==> src/rtl/ram_1r1w_bist_if.sv <==
// RAM-side bus of the BIST: the BIST drives the write port and read address, and the RAM returns read data.
interface ram_1r1w_bist_if #(
    parameter int width_p = 8,
    parameter int depth_p = 16
) ();
    localparam int addr_w_lp = $clog2(depth_p);

    logic                 wr_valid_o;
    logic [addr_w_lp-1:0] wr_addr_o;
    logic [width_p-1:0]   wr_data_o;
    logic [addr_w_lp-1:0] rd_addr_o;
    logic [width_p-1:0]   rd_data_i;

    modport master (
        output wr_valid_o, wr_addr_o, wr_data_o, rd_addr_o,
        input  rd_data_i
    );

    modport slave (
        input  wr_valid_o, wr_addr_o, wr_data_o, rd_addr_o,
        output rd_data_i
    );
endinterface

==> src/rtl/ram_1r1w_bist.sv <==
// Built-in self-test for one ram_1r1w_sync: writes an alternating seed/~seed pattern, reads it back, counts mismatches.
// Define RAM_1R1W_BIST_FAIL_CAPTURE_EN to add first-mismatch capture ports (fail_valid_o/fail_addr_o/fail_data_o).
module ram_1r1w_bist #(
    parameter int          width_p = 8,
    parameter int          depth_p = 16,
    parameter int unsigned seed_p  = 32'hA5
) (
    input  logic                       clk_i,
    input  logic                       reset_ni,
    input  logic                       start_i,
    output logic                       busy_o,
    output logic                       done_o,
    output logic                       pass_o,
    output logic [31:0]                error_count_o,
`ifdef RAM_1R1W_BIST_FAIL_CAPTURE_EN
    output logic                       fail_valid_o,
    output logic [$clog2(depth_p)-1:0] fail_addr_o,
    output logic [width_p-1:0]         fail_data_o,
`endif
    ram_1r1w_bist_if.master            ram_if
);
    localparam int                   addr_w_lp    = $clog2(depth_p);
    localparam logic [width_p-1:0]   seed_lp      = width_p'(seed_p);
    localparam logic [addr_w_lp-1:0] last_addr_lp = addr_w_lp'(depth_p - 1);

    typedef enum logic [2:0] {
        ST_IDLE,
        ST_WRITE,
        ST_READ,
        ST_DRAIN,
        ST_DONE
    } state_t;

    state_t               r_state;
    logic [addr_w_lp-1:0] r_addr;
    logic [width_p-1:0]   r_exp_data;
    logic                 r_exp_valid;
    logic [31:0]          r_error_count;

    state_t               w_state_next;
    logic [addr_w_lp-1:0] w_addr_next;
    logic                 w_start_run;
    logic                 w_last;
    logic                 w_mismatch;

    function automatic logic [width_p-1:0] pattern(input logic [addr_w_lp-1:0] a);
        return a[0] ? ~seed_lp : seed_lp;
    endfunction

    assign w_last = (r_addr == last_addr_lp);

    // NOTE: !== makes an X/Z read count as a mismatch in simulation; synthesis treats it as a plain !=.
    assign w_mismatch = r_exp_valid && (ram_if.rd_data_i !== r_exp_data);

    // NOTE: every signal written here gets a default first, so no path through the case can infer a latch.
    always_comb begin
        w_state_next      = r_state;
        w_addr_next       = r_addr;
        w_start_run       = 1'b0;
        busy_o            = 1'b0;
        done_o            = 1'b0;
        pass_o            = 1'b0;
        ram_if.wr_valid_o = 1'b0;
        ram_if.wr_addr_o  = r_addr;
        ram_if.wr_data_o  = pattern(r_addr);
        ram_if.rd_addr_o  = '0;

        case (r_state)
            ST_IDLE, ST_DONE: begin
                done_o = (r_state == ST_DONE);
                pass_o = (r_state == ST_DONE) && (r_error_count == '0);
                if (start_i) begin
                    w_state_next = ST_WRITE;
                    w_addr_next  = '0;
                    w_start_run  = 1'b1;
                end
            end
            ST_WRITE: begin
                busy_o            = 1'b1;
                ram_if.wr_valid_o = 1'b1;
                w_addr_next       = r_addr + addr_w_lp'(1);
                if (w_last) begin
                    w_state_next = ST_READ;
                    w_addr_next  = '0;
                end
            end
            ST_READ: begin
                busy_o           = 1'b1;
                ram_if.rd_addr_o = r_addr;
                w_addr_next      = r_addr + addr_w_lp'(1);
                if (w_last) begin
                    w_state_next = ST_DRAIN;
                    w_addr_next  = '0;
                end
            end
            ST_DRAIN: begin
                busy_o       = 1'b1;
                w_state_next = ST_DONE;
            end
            default: w_state_next = ST_IDLE;
        endcase
    end

    // NOTE: state uses non-blocking assignments so every flop samples pre-edge values, whatever the block order.
    always_ff @(posedge clk_i) begin
        if (!reset_ni) begin
            r_state       <= ST_IDLE;
            r_addr        <= '0;
            r_exp_data    <= seed_lp;
            r_exp_valid   <= 1'b0;
            r_error_count <= '0;
        end else begin
            r_state     <= w_state_next;
            r_addr      <= w_addr_next;
            // Expected data lines up with the RAM's one-cycle read latency.
            r_exp_data  <= pattern(r_addr);
            r_exp_valid <= (r_state == ST_READ);
            if (w_start_run) begin
                r_error_count <= '0;
            end else if (w_mismatch && (r_error_count != '1)) begin
                r_error_count <= r_error_count + 32'd1;
            end
        end
    end

    assign error_count_o = r_error_count;

`ifdef RAM_1R1W_BIST_FAIL_CAPTURE_EN
    logic [addr_w_lp-1:0] r_exp_addr;
    logic                 r_fail_valid;
    logic [addr_w_lp-1:0] r_fail_addr;
    logic [width_p-1:0]   r_fail_data;

    always_ff @(posedge clk_i) begin
        if (!reset_ni) begin
            r_exp_addr   <= '0;
            r_fail_valid <= 1'b0;
            r_fail_addr  <= '0;
            r_fail_data  <= '0;
        end else begin
            r_exp_addr <= r_addr;
            if (w_start_run) begin
                r_fail_valid <= 1'b0;
                r_fail_addr  <= '0;
                r_fail_data  <= '0;
            end else if (w_mismatch && !r_fail_valid) begin
                r_fail_valid <= 1'b1;
                r_fail_addr  <= r_exp_addr;
                r_fail_data  <= ram_if.rd_data_i;
            end
        end
    end

    assign fail_valid_o = r_fail_valid;
    assign fail_addr_o  = r_fail_addr;
    assign fail_data_o  = r_fail_data;
`endif
endmodule
==> src/flat_wrapper.sv <==
// flat-port wrapper written by rule: the top's interface ports become plain ports
module ram_1r1w_bist_flat 
#(
    parameter int          width_p = 8,
    parameter int          depth_p = 16,
    parameter int unsigned seed_p  = 32'hA5
)
  (clk_i, reset_ni, start_i, busy_o, done_o, pass_o, error_count_o, ram_if_wr_valid_o, ram_if_wr_addr_o, ram_if_wr_data_o, ram_if_rd_addr_o, ram_if_rd_data_i);
  ram_1r1w_bist_if #(.width_p(width_p), .depth_p(depth_p)) ram_if_i ();
  input  logic clk_i;
  input  logic reset_ni;
  input  logic start_i;
  output logic busy_o;
  output logic done_o;
  output logic pass_o;
  output logic [31:0] error_count_o;
  output wire logic [$bits(ram_if_i.wr_valid_o)-1:0] ram_if_wr_valid_o;
  output wire logic [$bits(ram_if_i.wr_addr_o)-1:0] ram_if_wr_addr_o;
  output wire logic [$bits(ram_if_i.wr_data_o)-1:0] ram_if_wr_data_o;
  output wire logic [$bits(ram_if_i.rd_addr_o)-1:0] ram_if_rd_addr_o;
  input wire logic [$bits(ram_if_i.rd_data_i)-1:0] ram_if_rd_data_i;
  assign ram_if_wr_valid_o = ram_if_i.wr_valid_o;
  assign ram_if_wr_addr_o = ram_if_i.wr_addr_o;
  assign ram_if_wr_data_o = ram_if_i.wr_data_o;
  assign ram_if_rd_addr_o = ram_if_i.rd_addr_o;
  assign ram_if_i.rd_data_i = ram_if_rd_data_i;
  ram_1r1w_bist #(.width_p(width_p), .depth_p(depth_p), .seed_p(seed_p)) u_core (.clk_i(clk_i), .reset_ni(reset_ni), .start_i(start_i), .busy_o(busy_o), .done_o(done_o), .pass_o(pass_o), .error_count_o(error_count_o), .ram_if(ram_if_i));
endmodule
==> config.mk <==
export PLATFORM = sky130hd
export DESIGN_NAME = ram_1r1w_bist_flat
export DESIGN_NICKNAME = d
export VERILOG_FILES = /design/src/rtl/ram_1r1w_bist_if.sv /design/src/rtl/ram_1r1w_bist.sv /design/src/flat_wrapper.sv
export SDC_FILE = /design/constraint.sdc
export NUM_CORES = 1
export LEC_CHECK = 0
export ABC_AREA = 1
export CORE_MARGIN = 2
export CORE_UTILIZATION = 45
export DETAILED_ROUTE_END_ITERATION = 12
export PLACE_DENSITY_LB_ADDON = 0.3
export SYNTH_ARGS = -nofsm -noshare
export SYNTH_HDL_FRONTEND = slang
export SYNTH_SLANG_ARGS = --single-unit
==> constraint.sdc <==
create_clock -name clk_i -period 4.3 [get_ports clk_i]
set_clock_uncertainty 0.2 [all_clocks]
set_input_delay 1.075 -clock clk_i [delete_from_list [all_inputs] [get_ports clk_i]]
set_output_delay 1.075 -clock clk_i [all_outputs]
set_load 0.01 [all_outputs]
==> impl_metrics.yaml, run 1 <==
status:
  status: "finished clean"
critical_path:
  startpoint_type: "register"
  crit_slowest_cell: "clkdlybuf4s50_1"
  crit_type: "register to output pin"
  ff2ff_setup_slack_ps: 2180
  cp_data_required_time_ps: 3020
  worstRegToRegCells: 11
  cpPeakStageDelay_ps: 540
  cp_cell_sequence: "inv_1 > nand4_1 > nor4_1 > nand3_1 > nor2_1 > clkdlybuf4s50_1"
  worstPathArrival_ps: 1950
  cp-end-kind: "output pin"
  crit_end: "pass_o"
  crit_cells: 6
  path_max_fanout: 7
  cp-startpoint: "u_core.error_count_o[28]$_SDFFE_PP0P_"
  r2r-end: "u_core.error_count_o[25]$_SDFFE_PP0P_"
  r2r_start: "u_core.error_count_o[1]$_SDFFE_PP0P_"
  crit_buf_inv: 2
  cp_top_family: "buffers and inverters"
power_and_ir_drop:
  leakage_nw: 1.31
  vdd_drop_max_v: 0.000302
  p_per_area_nw_per_um2: 345
  power_mw: 1.19
floorplan:
  die_w_um: 82.2
  initial_core_util: 0.465
  ios: 63
  die_h_um: 82.2
  std_cell_rows: 28
  die_area_um2: 6760
  core-area_um2: 5920
routing:
  wl_per_cell_um: 11.6
  avgViaCountPerCell: 4.89
  antenna_left: 0
  drc: 0
  wl_mm: 6.84
  dr.pass1.iters: 5
  vias: 2888
  drtIter0Drc: 187
synth:
  synth_area_leaders: "dfxtp_1 (31%), nand2_1 (23%), nor2_1 (11%), inv_1 (6.5%), a21oi_1 (5.3%)"
  async_reset_ff_frac: 0
  synth_top_cell_area_share: 0.306
  syn_area_um2: 2750
  synth_top_area_cell: "dfxtp_1"
  synth-edff-count: 0
  syn_nets: 474
  yosys_warnings: 0
  yosysMostFrequentCell: "nand2_1"
  synth_cells: 460
  yosysUniqueCellTypes: 26
  synth_commonest_cells: "nand2_1 (166), nor2_1 (78), inv_1 (48)"
  ys_ff_latch: 42
  synth_area_per_cell_um2: 5.98
  synth-seq-area-share: 0.306
  synth_ff_type: "dfxtp_1"
finish:
  layout-drive-gt1-share: 0.0426
  diodes: 0
  syn_to_final_growth_pct: 25.8
  stdcell_count: 591
  finalInstanceArea_um2: 3460
  fin_nets: 529
place:
  dp_slack_ps: 1050
  hpwlAfterDp_mm: 5.10
  place_area_um2: 3360
  port_buffers: 62
  dp.cells: 583
  place.gp.congestion: 0.956
clocking:
  cts_htree_levels: 2
  insertion_delay_ps: 300
  cts.sinks: 42
  cts_buffer_depth: 2
  hold_buffers: 0
  path_clk_slew_ps: 80
  cts_setup_buffers: 0
  numCtsBuffers: 5
  root_buffer: "clkbuf_8"
  cts_tree: "built"
  cts-resized-gates: 0
grt:
  gr-total-overflow: 0
  antenna_found_initial: 0
  grt_pass1_wl_mm: 11.8
  grt_use_total: 0.223
  grt_max_degree: 33
  grt_pass1_vias: 2645
timing:
  hold_viol_final: 0
  maxSlewViolCount: 0
  setup_viol: 0
  rsz0062_at_grt: "no"
  setup_tns_ps: 0
  worst_slack_ps: 1080
  maxSlewHeadroom: 0.482
  fin_crit_ps: 3220
  post-route-period-util: 0.749
  max_clock_freq_ghz: 0.310
  worstMarginPinSlew_ps: 776
hold_path:
  hp-class: "register to register"
  min-delay-start: "u_core.r_state[2]$_SDFFE_PN0P_"
job:
  max_cap_violations: 0
[state kept, by name (all words and copies together) (netlist names)]
register                 flops
u_core.error_count_o        32
u_core.ram_if.wr_addr_o      4
u_core.r_state               3
u_core.r_exp_data            2
u_core.r_exp_valid           1
[final cells by class]
cell class | instances | area [um2]
clock buffers | 7 | 76.3
clock inverters | 1 | 30.0
fillers | 575 | 2460
inverters | 49 | 184
multi-input cells | 354 | 1610
flip-flops and latches | 42 | 841
well taps | 75 | 93.8
repair buffers | 63 | 628
[where the power goes]
| group | switching [mW] | internal [mW] | total (mW) | leakage, nW |
|---|---|---|---|---|
| registers | 0.0416 | 0.422 | 0.463 | 0.340 |
| clock network | 0.136 | 0.174 | 0.310 | 0.0524 |
| logic | 0.234 | 0.185 | 0.419 | 0.919 |
[metal layers]
| metal | vias up | track usage | wire (um) |
|---|---|---|---|
| li1 | 1529 | - | - |
| met1 | 1268 | 0.298 | 3310 |
| met2 | 81 | 0.360 | 3110 |
| met3 | 10 | 0.0337 | 300 |
| met4 | 0 | 0.0883 | 115 |
| met5 | - | 0 | 0 |
[through the flow]
stage | util | hold WS, ps
after global routing | 0.585 | 321
after detailed placement | 0.567 | 280
after global placement | 0.567 | 286
after CTS | 0.585 | 294
final | 0.585 | 296
after floorplan | - | 254
[tightest hold or removal path: cells and delay by family (launching register included)]
| family | cells | cell delay [ps] |
|---|---|---|
| DFF | 1 | 330 |
| and+or+nand+nor | 1 | 70 |
| AOI/OAI and AO/OA | 1 | 50 |
[how the worst min path moves through the flow]
stage | to | slack, ps | cells past startpoint
floorplan | u_core.r_state[2]$_SDFFE_PN0P_ | 250 | 2
global placement | u_core.r_state[1]$_SDFFE_PN0P_ | 290 | 2
detailed placement | u_core.r_state[2]$_SDFFE_PN0P_ | 280 | 2
CTS | u_core.r_state[2]$_SDFFE_PN0P_ | 290 | 2
global route | u_core.r_state[2]$_SDFFE_PN0P_ | 320 | 2
finish | u_core.r_state[2]$_SDFFE_PN0P_ | 300 | 2
[logic make-up after synthesis]
family / after synthesis / synth area share
flops: 42 / 0.306
xor+xnor: 15 / 0.0477
buf+inv: 64 / 0.110
simple gates: 297 / 0.451
compound gates: 39 / 0.0723
fa+ha+maj: 3 / 0.0136
[cell usage in the layout, fill, tap and decap left out, drive strengths merged]
cell	netlist	routed
and2	1	1
o21ai	8	8
ha	3	3
xor2	11	11
a211oi	1	1
nor2	86	86
bufinv	0	1
nand3	27	27
a21oi	29	29
clkbuf	0	7
nor4	4	4
nor3	2	2
nand4	4	4
clkdlybuf4s50	0	62
o22ai	1	1
nand3b	2	2
buf	15	1
dfxtp	42	42
xnor2	4	4
nand2	171	171
inv	49	49
No activity file was read; power rests on OpenSTA's default activity.
==> inputs of run 2 (changes only) <==
Clock period 4.3 ns to 3 ns, I/O delays scaled along.
==> run 2 against run 1 <==
Effect of this change: critical path depth unchanged; clock power is 47% higher; register-to-register slack worse by 1300 ps; clock-buffer cell count fell by 1; core utilization grew 0.55 points; sequential power grew 43%; non-clock buffer count rose by 2; via count rose by 1.6%.
==> impl_metrics.yaml, run 2 (same netlist as run 1, synthesis figures left out) <==
status:
  status: "finished clean"
power_and_ir_drop:
  leakage_nw: 1.32
  p_seq_frac: 0.383
  p_sw_frac: 0.352
  p_per_area_nw_per_um2: 496
  pwr-share-clk: 0.263
  pwr-share-comb: 0.354
  p_int_mw: 1.12
  p_switching_mw: 0.611
  vdd_drop_max_v: 0.000469
timing:
  worst_slack_ps: 162
  maxSlewHeadroom: 0.467
  setup_tns_ps: 0
  max_clock_freq_ghz: 0.352
  post-route-period-util: 0.946
  holdWs_ps: 290
  fin_crit_ps: 2840
  hold_viol_final: 0
  rsz0062_at_grt: "no"
  worstMarginPinSlew_ps: 799
  setup_viol: 0
  maxSlewViolCount: 0
grt:
  grt_pass1_vias: 2591
  grt_pass1_wl_mm: 11.7
  antenna_found_initial: 0
  grt_use_total: 0.224
  grt_max_degree: 33
  gr-total-overflow: 0
job:
  max_cap_violations: 0
finish:
  syn_to_final_growth_pct: 27.0
  finalInstanceArea_um2: 3490
  diodes: 0
  layout-drive-gt1-share: 0.0541
  final_common_cell: "nand2_1"
  largest_reg_flops: 32
  fin_nets: 531
  final_cell_mix: "nand2_1 (166), nor2_1 (78), clkdlybuf4s50_1 (62), inv_1 (48), dfxtp_1 (41)"
clocking:
  cts_setup_buffers: 0
  cts.sinks: 42
  numCtsBuffers: 5
  path_clk_slew_ps: 80
  cts_htree_levels: 2
  cts_buffer_depth: 2
  cts_tree: "built"
  root_buffer: "clkbuf_8"
  insertion_delay_ps: 310
critical_path:
  cp_cell_sequence: "inv_1 > nand2_1 > nor4_2 > nand3_1 > nor2_1 > clkdlybuf4s50_1"
  crit_type: "register to output pin"
  crit_slowest_cell: "clkdlybuf4s50_1"
  cpPeakStageDelay_ps: 540
  ff2ff_setup_slack_ps: 850
  cp_top_family: "buffers and inverters"
  crit_buf_inv: 2
  cp_data_required_time_ps: 2050
  path_max_fanout: 6
  cp-end-kind: "output pin"
  worstPathArrival_ps: 1890
  startpoint_type: "register"
routing:
  avgViaCountPerCell: 4.95
  drtIter0Drc: 157
  met3_length_um: 425
  wl_met1_mm: 3.34
  met2_length_mm: 3.22
  vias: 2934
  drc: 0
  routed.top_layer: "met4"
  dr.pass1.iters: 4
  wl_per_cell_um: 11.9
  antenna_left: 0
  wl_mm: 7.09
place:
  dp_slack_ps: 379
  place_area_um2: 3370
  port_buffers: 62
  hpwlAfterDp_mm: 5.26
  place.gp.congestion: 0.987
floorplan:
  die_w_um: 82.2
  std_cell_rows: 28
  die_h_um: 82.2
  die_area_um2: 6760
  ios: 63
  core-area_um2: 5920
  initial_core_util: 0.465
hold_path:
  hp-class: "register to register"
## run 2: area by class of cell
cell class / instances / area [um2]
fillers: 548 / 2430
clock buffers: 6 / 72.6
flip-flops and latches: 42 / 842
multi-input cells: 354 / 1620
inverters: 49 / 184
repair buffers: 65 / 643
clock inverters: 2 / 37.5
well taps: 75 / 93.8
## run 2: power by group through the flow
stage	Sequential (mW)	Combinational, mW	Clock, mW
final	0.663	0.614	0.457
after global routing	0.672	0.684	0.487
after CTS	0.663	0.615	0.469
after detailed placement	0.676	0.613	0
after global placement	0.674	0.605	0
after floorplan	0.674	0.415	0
## run 2: metrics by stage
step / instances / util / total power [mW]
2_1_floorplan: 460 / - / 1.09
3_5_place_dp: 585 / 0.569 / 1.29
6_report: 593 / 0.590 / 1.73
4_1_cts: 593 / 0.588 / 1.75
5_1_grt: 593 / 0.590 / 1.84
3_3_place_gp: 585 / 0.569 / 1.28
## run 2: final timing paths
kind                                              start  cells past startpoint                                    end
setup / recovery  u_core.error_count_o[25]$_SDFFE_PP0P_                      6                                 pass_o
hold / removal           u_core.r_state[2]$_SDFFE_PN0P_                      2         u_core.r_state[2]$_SDFFE_PN0P_
setup reg to reg   u_core.error_count_o[1]$_SDFFE_PP0P_                     11  u_core.error_count_o[13]$_SDFFE_PP0P_
hold reg to reg          u_core.r_state[2]$_SDFFE_PN0P_                      2         u_core.r_state[2]$_SDFFE_PN0P_
## run 2: repair_timing
action | in CTS | in global routing
setup endpoints to repair | 0 | 1
gates resized for setup | 0 | 3
hold buffers | 0 | 0
## run 2: worst min-delay path, stage by stage, from the launching register on
cell     delay (ps)
dfxtp_1         330
nand2_1          60
a21oi_1          50
## run 2: metal layers
metal  track usage  vias to the layer above
met5             0                        -
met4        0.0700                        0
met3        0.0522                       13
met2         0.367                       75
met1         0.290                     1318
li1              -                     1528
==> inputs of run 3 (changes only) <==
Settings changed: GPL_TIMING_DRIVEN from default to 0, SKIP_CTS_REPAIR_TIMING from default to 1.
==> run 3 against run 2 <==
Effect of this change: clock power rose by 4%; register-to-register slack improved by 40 ps; cell count up 1.9%; critical endpoint unchanged; non-clock buffer count is 12 higher; sequential cell count is the same; die area unchanged; worst setup slack lost 49 ps; highest routed layer unchanged.
==> impl_metrics.yaml, run 3 (same netlist as run 1, synthesis figures left out) <==
finish:
  final_cell_mix: "nand2_1 (166), nor2_1 (78), clkdlybuf4s50_1 (62), inv_1 (48), dfxtp_1 (42)"
  layout-drive-gt1-share: 0.0718
  diodes: 0
  fin_nets: 543
  finalInstanceArea_um2: 3580
  largest_reg_flops: 32
  stdcell_count: 604
  syn_to_final_growth_pct: 30.3
  final_common_cell: "nand2_1"
routing:
  dr.pass1.iters: 5
  drtIter0Drc: 171
  vias: 3048
  antenna_left: 0
  drc: 0
  avgViaCountPerCell: 5.05
  wl_per_cell_um: 12.5
  wl_mm: 7.56
clocking:
  numCtsBuffers: 5
  cts_buffer_depth: 2
  insertion_delay_ps: 310
  path_clk_slew_ps: 80
  cts_tree: "built"
  root_buffer: "clkbuf_8"
  cts.sinks: 42
  cts_htree_levels: 2
timing:
  maxSlewViolCount: 0
  post-route-period-util: 0.962
  rsz0062_at_grt: "no"
  setup_viol: 0
  fin_crit_ps: 2890
  worstMarginPinSlew_ps: 656
  hold_viol_final: 0
  setup_tns_ps: 0
  holdWs_ps: 304
  maxSlewHeadroom: 0.561
  max_clock_freq_ghz: 0.346
grt:
  grt_max_degree: 13
  grt_pass1_vias: 2768
  gr-total-overflow: 0
  antenna_found_initial: 0
  grt_pass1_wl_mm: 12.4
  grt_use_total: 0.238
power_and_ir_drop:
  p_per_area_nw_per_um2: 517
  vdd_drop_max_v: 0.000365
  leakage_nw: 1.39
  power_mw: 1.85
job:
  max_cap_violations: 0
critical_path:
  cp_data_required_time_ps: 2050
  crit_type: "register to output pin"
  startpoint_type: "register"
  worstRegToRegCells: 9
  worstPathArrival_ps: 1940
  cp-end-kind: "output pin"
  path_max_fanout: 7
place:
  place_area_um2: 3470
  port_buffers: 62
  place.gp.congestion: 0.982
  hpwlAfterDp_mm: 5.78
  dp.cells: 597
hold_path:
  hp-class: "register to register"
  min_path_cells: 2
status:
  status: "finished clean"
floorplan:
  core-area_um2: 5920
  ios: 63
  die_h_um: 82.2
  initial_core_util: 0.465
  std_cell_rows: 28
  die_area_um2: 6760
  die_w_um: 82.2
## run 3: cell count changes in the layout (fill, tap and decap cells not counted), sizes merged
cell	before	now
buf	3	15
clkinvlp	1	0
## run 3: final cells by class
class                           count  area, um2
Fill cell                         588       2340
Multi-Input combinational cell    354       1620
Sequential cell                    42        841
Timing Repair Buffer               62        621
Inverter                           49        184
Buffer                             15        118
Tap cell                           75       93.8
Clock buffer                        6       82.6
Clock inverter                      1       30.0
## run 3: worst paths after layout
path         slack [ps]                                     to                             startpoint
max                 110                                 pass_o  u_core.error_count_o[28]$_SDFFE_PP0P_
min                 300         u_core.r_state[2]$_SDFFE_PN0P_         u_core.r_state[2]$_SDFFE_PN0P_
max reg2reg         890  u_core.error_count_o[18]$_SDFFE_PP0P_   u_core.error_count_o[1]$_SDFFE_PP0P_
min reg2reg         300         u_core.r_state[2]$_SDFFE_PN0P_         u_core.r_state[2]$_SDFFE_PN0P_
## run 3: routing by layer
metal  up-vias  track usage  part of all wire
li1       1556            -                 -
met1      1381        0.303              0.45
met2       100        0.400              0.47
met3        11       0.0522             0.062
met4         0       0.0750             0.017
met5         -            0                 0
## run 3: power breakdown
group / total, mW / leakage [nW] / internal, mW / switching, mW
logic: 0.714 / 0.991 / 0.343 / 0.370
clock network: 0.476 / 0.0573 / 0.267 / 0.209
registers: 0.663 / 0.340 / 0.604 / 0.0583
total: 1.85 / 1.39 / 1.21 / 0.638
## run 3: worst max-delay path: stages, from the launching register on
cell	delay, ps
dfxtp_1	370
inv_1	100
nand4_1	160
nor4_1	210
nand3_1	130
nor2_1	120
clkdlybuf4s50_1	540
## run 3: stage by stage
| step | utilization | setup WS [ps] |
|---|---|---|
| 2_1_floorplan | - | 1000 |
| 3_3_place_gp | 0.585 | 133 |
| 3_5_place_dp | 0.585 | 51.6 |
| 4_1_cts | 0.604 | 99.5 |
| 5_1_grt | 0.605 | 8.22 |
| 6_report | 0.605 | 113 |
